==> config.mk <==
export PLATFORM = sky130hd
export DESIGN_NAME = adts_frame_parser
export DESIGN_NICKNAME = d
export VERILOG_FILES = /design/src/rtl/adts_frame_parser.sv
export SDC_FILE = /design/constraint.sdc
export NUM_CORES = 1
export LEC_CHECK = 0
export ABC_AREA = 1
export CORE_MARGIN = 1.5
export CORE_UTILIZATION = 40
export CTS_BUF_LIST = sky130_fd_sc_hd__clkbuf_8
export DETAILED_ROUTE_END_ITERATION = 10
export GPL_ROUTABILITY_DRIVEN = 1
export PLACE_DENSITY = 0.67
export SLEW_MARGIN = 20
export SYNTH_ARGS = -nofsm -noshare
export SYNTH_HDL_FRONTEND = slang
export SYNTH_SLANG_ARGS = --single-unit
==> constraint.sdc <==
create_clock -name clk -period 3.7 [get_ports clk]
set_clock_uncertainty 0.1 [all_clocks]
set_input_delay 0.555 -clock clk [delete_from_list [all_inputs] [get_ports clk]]
set_output_delay 0.555 -clock clk [all_outputs]
set_load 0.005 [all_outputs]
==> src/rtl/adts_frame_parser.sv <==
// ADTS frame parser: finds sync, checks the 7-byte header, skips the optional CRC,
// and forwards payload bytes with a last-byte flag. Header faults are reported as error pulses.
module adts_frame_parser #(
  parameter int SYNC_TIMEOUT = 8192,
  parameter int CHANNEL_MAX  = 2
) (
  input  logic        clk,
  input  logic        rst_n,
  input  logic [7:0]  in_data,
  input  logic        in_valid,
  output logic        in_ready,
  output logic        hdr_valid,
  output logic [1:0]  hdr_profile,
  output logic [3:0]  hdr_sf_index,
  output logic [2:0]  hdr_channel_cfg,
  output logic [12:0] hdr_frame_length,
  output logic        hdr_prot_absent,
  output logic [1:0]  hdr_num_blocks,
  output logic [7:0]  pl_data,
  output logic        pl_valid,
  input  logic        pl_ready,
  output logic        pl_last,
  output logic        err_valid,
  output logic [2:0]  err_code,
  output logic [2:0]  dbg_state
);

  typedef enum logic [2:0] {
    S_HUNT    = 3'd0,
    S_SYNC2   = 3'd1,
    S_HDR     = 3'd2,
    S_CRC     = 3'd3,
    S_PAYLOAD = 3'd4
  } state_t;

  localparam int DW = $clog2(SYNC_TIMEOUT + 1);

  state_t        state_q;
  logic [DW-1:0] disc_cnt_q;
  logic [2:0]    idx_q;
  logic          sh_pa_q;
  logic [1:0]    sh_profile_q;
  logic [3:0]    sh_sf_q;
  logic [2:0]    sh_ch_q;
  logic [12:0]   sh_fl_q;
  logic [12:0]   pl_cnt_q;
  logic          hdr_valid_q;
  logic          err_valid_q;
  logic [2:0]    err_code_q;
  logic [1:0]    hdr_profile_q;
  logic [3:0]    hdr_sf_q;
  logic [2:0]    hdr_ch_q;
  logic [12:0]   hdr_fl_q;
  logic          hdr_pa_q;
  logic [1:0]    hdr_nblk_q;

  // Handshake: a byte moves when in_valid && in_ready. A payload byte moves downstream when
  // pl_valid && pl_ready, which in PAYLOAD is the same event as the upstream transfer.
  logic        pulse;
  logic        accept;
  logic [12:0] hdr_len;
  logic        sf_bad;
  logic        ch_bad;
  logic        len_bad;

  assign pulse    = hdr_valid_q | err_valid_q;
  assign in_ready = !pulse && ((state_q != S_PAYLOAD) || pl_ready);
  assign accept   = in_valid && in_ready;

  assign pl_valid = (state_q == S_PAYLOAD) && in_valid && !pulse;
  assign pl_data  = (state_q == S_PAYLOAD) ? in_data : 8'h00;
  assign pl_last  = pl_valid && (pl_cnt_q == 13'd1);

  assign hdr_len = sh_pa_q ? 13'd7 : 13'd9;
  assign sf_bad  = (sh_sf_q >= 4'd13);
  assign ch_bad  = (sh_ch_q == 3'd0) || (sh_ch_q > 3'(CHANNEL_MAX));
  assign len_bad = (sh_fl_q <= hdr_len);

  always_ff @(posedge clk or negedge rst_n) begin
    if (!rst_n) begin
      state_q       <= S_HUNT;
      disc_cnt_q    <= '0;
      idx_q         <= 3'd0;
      sh_pa_q       <= 1'b0;
      sh_profile_q  <= 2'd0;
      sh_sf_q       <= 4'd0;
      sh_ch_q       <= 3'd0;
      sh_fl_q       <= 13'd0;
      pl_cnt_q      <= 13'd0;
      hdr_valid_q   <= 1'b0;
      err_valid_q   <= 1'b0;
      err_code_q    <= 3'd0;
      hdr_profile_q <= 2'd0;
      hdr_sf_q      <= 4'd0;
      hdr_ch_q      <= 3'd0;
      hdr_fl_q      <= 13'd0;
      hdr_pa_q      <= 1'b0;
      hdr_nblk_q    <= 2'd0;
    end else begin
      hdr_valid_q <= 1'b0;
      err_valid_q <= 1'b0;
      if (accept) begin
        case (state_q)
          S_HUNT: begin
            if (in_data == 8'hFF) begin
              state_q    <= S_SYNC2;
              disc_cnt_q <= '0;
            end else if (disc_cnt_q == DW'(SYNC_TIMEOUT - 1)) begin
              err_valid_q <= 1'b1;
              err_code_q  <= 3'd4;
              disc_cnt_q  <= '0;
            end else begin
              disc_cnt_q <= disc_cnt_q + 1'b1;
            end
          end
          S_SYNC2: begin
            // A run of 0xFF keeps us aligned on the last one as the sync start.
            if (in_data == 8'hFF) begin
              state_q <= S_SYNC2;
            end else if (in_data[7:4] != 4'hF) begin
              state_q <= S_HUNT;
            end else if (in_data[2:1] != 2'b00) begin
              err_valid_q <= 1'b1;
              err_code_q  <= 3'd1;
              state_q     <= S_HUNT;
            end else begin
              sh_pa_q <= in_data[0];
              idx_q   <= 3'd2;
              state_q <= S_HDR;
            end
          end
          S_HDR: begin
            idx_q <= idx_q + 3'd1;
            case (idx_q)
              3'd2: begin
                sh_profile_q <= in_data[7:6];
                sh_sf_q      <= in_data[5:2];
                sh_ch_q[2]   <= in_data[0];
              end
              3'd3: begin
                sh_ch_q[1:0]   <= in_data[7:6];
                sh_fl_q[12:11] <= in_data[1:0];
              end
              3'd4: sh_fl_q[10:3] <= in_data;
              3'd5: sh_fl_q[2:0]  <= in_data[7:5];
              default: begin
                idx_q <= 3'd0;
                if (sf_bad) begin
                  err_valid_q <= 1'b1;
                  err_code_q  <= 3'd2;
                  state_q     <= S_HUNT;
                end else if (ch_bad) begin
                  err_valid_q <= 1'b1;
                  err_code_q  <= 3'd3;
                  state_q     <= S_HUNT;
                end else if (len_bad) begin
                  err_valid_q <= 1'b1;
                  err_code_q  <= 3'd5;
                  state_q     <= S_HUNT;
                end else begin
                  hdr_valid_q   <= 1'b1;
                  hdr_profile_q <= sh_profile_q;
                  hdr_sf_q      <= sh_sf_q;
                  hdr_ch_q      <= sh_ch_q;
                  hdr_fl_q      <= sh_fl_q;
                  hdr_pa_q      <= sh_pa_q;
                  hdr_nblk_q    <= in_data[1:0];
                  // len_bad already excluded, so the payload count is at least 1.
                  pl_cnt_q      <= sh_fl_q - hdr_len;
                  state_q       <= sh_pa_q ? S_PAYLOAD : S_CRC;
                end
              end
            endcase
          end
          S_CRC: begin
            if (idx_q == 3'd1) begin
              idx_q   <= 3'd0;
              state_q <= S_PAYLOAD;
            end else begin
              idx_q <= idx_q + 3'd1;
            end
          end
          S_PAYLOAD: begin
            pl_cnt_q <= pl_cnt_q - 13'd1;
            if (pl_cnt_q == 13'd1) begin
              state_q <= S_HUNT;
            end
          end
          default: state_q <= S_HUNT;
        endcase
      end
    end
  end

  assign hdr_valid        = hdr_valid_q;
  assign hdr_profile      = hdr_profile_q;
  assign hdr_sf_index     = hdr_sf_q;
  assign hdr_channel_cfg  = hdr_ch_q;
  assign hdr_frame_length = hdr_fl_q;
  assign hdr_prot_absent  = hdr_pa_q;
  assign hdr_num_blocks   = hdr_nblk_q;
  assign err_valid        = err_valid_q;
  assign err_code         = err_code_q;
  assign dbg_state        = state_q;

endmodule
==> results.cfg <==
[placement]
globalplace.congestion = 0.928
port_buffers = 55
post-dp-hpwl_um = 9630

[timing]
final_hold_viol_count = 0
max_freq_ghz = 0.322
worst_pin_slew_ns = 0.489
finalSetupViolations = 0
slew_viol_final = 0
setup_tns_ns = 0
fin_crit_sh = 0.839
slew_headroom = 0.673
period_needed_ns = 3.11
rsz0062_at_grt = false

[setup_path]
worstPathRequired_ns = 3.04
reg2reg_from = sh_pa_q$_DFFE_PN0P_
path_cells = nor3_2, buf_4, inv_2, nor3_1, nor4b_1, clkdlybuf4s50_1
cp_slowest_cell = clkdlybuf4s50_1
cpLargestDelayFamily = buffers and inverters
path_max_fanout = 15
worstPathArrival_ns = 2.45
reg2reg_depth = 11
r2r_end = hdr_num_blocks[1]$_DFFE_PN0P_
critPathMaxStageDelay_ns = 0.55
start_kind = register
cp_num_buf_inv = 3
r2r_slack_ns = 1.00
worst-setup-path-type = register to output port
crit_path_end_kind = output port

[layout]
num_antenna_cells = 0
nets = 775
final_cell_mix = nand2_1, nor2_1, dfrtp_1
fill_cells = 1217
post-route-util = 0.491
final_common_cell = nand2_1
multi_input_area_um2 = 2460
regArea_um2 = 2150
drive_gt1_frac = 0.0583
area_growth_pct = 19.7

[routing]
first_iter_violations = 247
postRouteAntennaNets = 0
firstDrtPassIters = 5
vias = 4552
wl_per_cell_um = 13.8
via_per_inst = 4.93
drc = 0
drt-total-wl_um = 12800

[global_route]
grt_max_degree = 33
globalRouteOverflowTotal = 0
first_global_vias = 4248
antenna_found_initial = 0
grtUsageTotal = 0.211
grt_pass1_wl_um = 21300

[synthesis]
ys_seq_area_frac = 0.435
syn-instance-count = 689
syn_area_um2 = 4950
synth_nets = 714
synth_top_area_share = 0.435
ys_types = 40
synth_area_leaders = dfrtp_1, nand2_1, nor2_1
ys_seq_elements = 86
synth_area_leader_cell = dfrtp_1
synth_area_per_cell_um2 = 7.18
yosysWarnings = 0

[cts]
post_cts_buffers = 0
clk_pin_slew_ns = 0.09
h-tree-depth = 3
cts_tree = yes
worstSkewPairLatency_ns = 0.38
cts.repair.resized = 0
clock-root-buffer = clkbuf_8
clock-sinks = 86
cts_buffer_depth = 2
cts_buffers = 9

[power]
p_leak_uw = 0.00302
power_density_nw_per_um2 = 467
ir_drop_uv = 465

[status]
outcome = finished clean

[floorplanning]
io_pins = 56
start_util = 0.410
die_w_um = 114
num_rows = 40
coreArea_um2 = 12100
dieArea_um2 = 13100
fp.dieH_um = 114

[worst_hold_path]
hold_class = register to register
holdPathEnd = err_code[0]$_DFFE_PN0P_
min-delay-start = err_code[0]$_DFFE_PN0P_
hold_depth = 2

[run]
drv_cap = 0
-- cell families (layout without fill, tap and decap cells) --
family                     count (synthesis)  after routing  synth area share
AOI/OAI and AO/OA                         69             69            0.0731
xor gates and xnor gates                   6              6            0.0106
adders and majority gates                 13             13            0.0344
buffers and inverters                     83            149            0.0690
DFF                                       86             86             0.435
and+or+nand+nor                          432            432             0.378
-- tightest hold or removal path, cell delays in order (launching register included) --
cell	delay [ns]
dfrtp_1	0.35
nand2_1	0.05
nand2_1	0.04
-- worst max-delay path by stage --
stage                                        start  endpoint  slack (ns)  cells past startpoint
final                     dbg_state[0]$_DFFE_PN0P_   pl_last        0.59                      6
after global routing      dbg_state[0]$_DFFE_PN0P_   pl_last        0.44                      6
after CTS                 dbg_state[0]$_DFFE_PN0P_   pl_last        0.59                      6
after detailed placement                  in_valid   pl_last        0.94                      5
after global placement                    in_valid   pl_last        0.97                      5
after floorplan           dbg_state[0]$_DFFE_PN0P_   pl_last        1.58                      4
-- what timing repair did --
item / in CTS / in global routing
endpoints found under the setup margin: 0 / 0
hold buffers: 1 / 0
endpoints found under the hold margin: 18 / 0
-- metal layers --
| metal | vias to the layer above | track usage | part of all wire |
|---|---|---|---|
| li1 | 2308 | - | - |
| met1 | 2132 | 0.289 | 0.46 |
| met2 | 102 | 0.339 | 0.48 |
| met3 | 10 | 0.0397 | 0.047 |
| met4 | 0 | 0.0642 | 0.013 |
| met5 | - | 0 | 0 |
-- power by group --
part	switching, uW	total, uW	internal [uW]
clock	361	799	438
sequential	122	1160	1040
combinational	509	806	296
total	992	2770	1780
-- Yosys cell counts, drive strengths merged --
| library cell | n |
|---|---|
| clkinv | 1 |
| and3 | 1 |
| nor4b | 1 |
| o31ai | 1 |
| clkbuf | 4 |
| buf | 7 |
| inv | 71 |
| or2 | 1 |
| o21ai | 44 |
| dfrtp | 86 |
| nand3 | 56 |
| nor3 | 10 |
| ha | 12 |
| a21oi | 19 |
| nor3b | 3 |
| nor2 | 91 |
| o21bai | 2 |
| a21o | 1 |
| xor2 | 5 |
| nand3b | 2 |
| nand2 | 254 |
| o22ai | 1 |
| a31oi | 1 |
| fa | 1 |
| xnor2 | 1 |
| nand4 | 13 |
-- metrics by stage --
stage               power [uW]  std cells  hold WS [ns]  instance area, um^2  worst slack [ns]
CTS                       2790        923         0.383                 5930             0.587
global placement          1950        906         0.357                 5680             0.971
global route              2960        923         0.410                 5930             0.443
detailed placement        1980        906         0.362                 5680             0.943
finish                    2770        923         0.376                 5930             0.594
floorplan                 1730        689         0.159                 4950              1.58
-- state kept, by name, summed over array words and instances (netlist names) --
register and flops:
err_code 3, hdr_valid 1, hdr_profile 2, hdr_frame_length 13, sh_ch_q 3, err_valid 1
hdr_channel_cfg 3, sh_pa_q 1, hdr_sf_index 4, sh_fl_q 13, dbg_state 3, hdr_num_blocks 2
pl_cnt_q 13, idx_q 3, disc_cnt_q 14, sh_sf_q 4, hdr_prot_absent 1, sh_profile_q 2
-- area by class of cell --
type,instances,share of cell area
Clock buffer,12,0.0279
Inverter,72,0.0458
Multi-Input combinational cell,520,0.414
Sequential cell,86,0.363
Timing Repair Buffer,61,0.100
Clock inverter,4,0.0129
Tap cell,168,0.0355
Note: power is estimated with default switching activity, not from simulation.
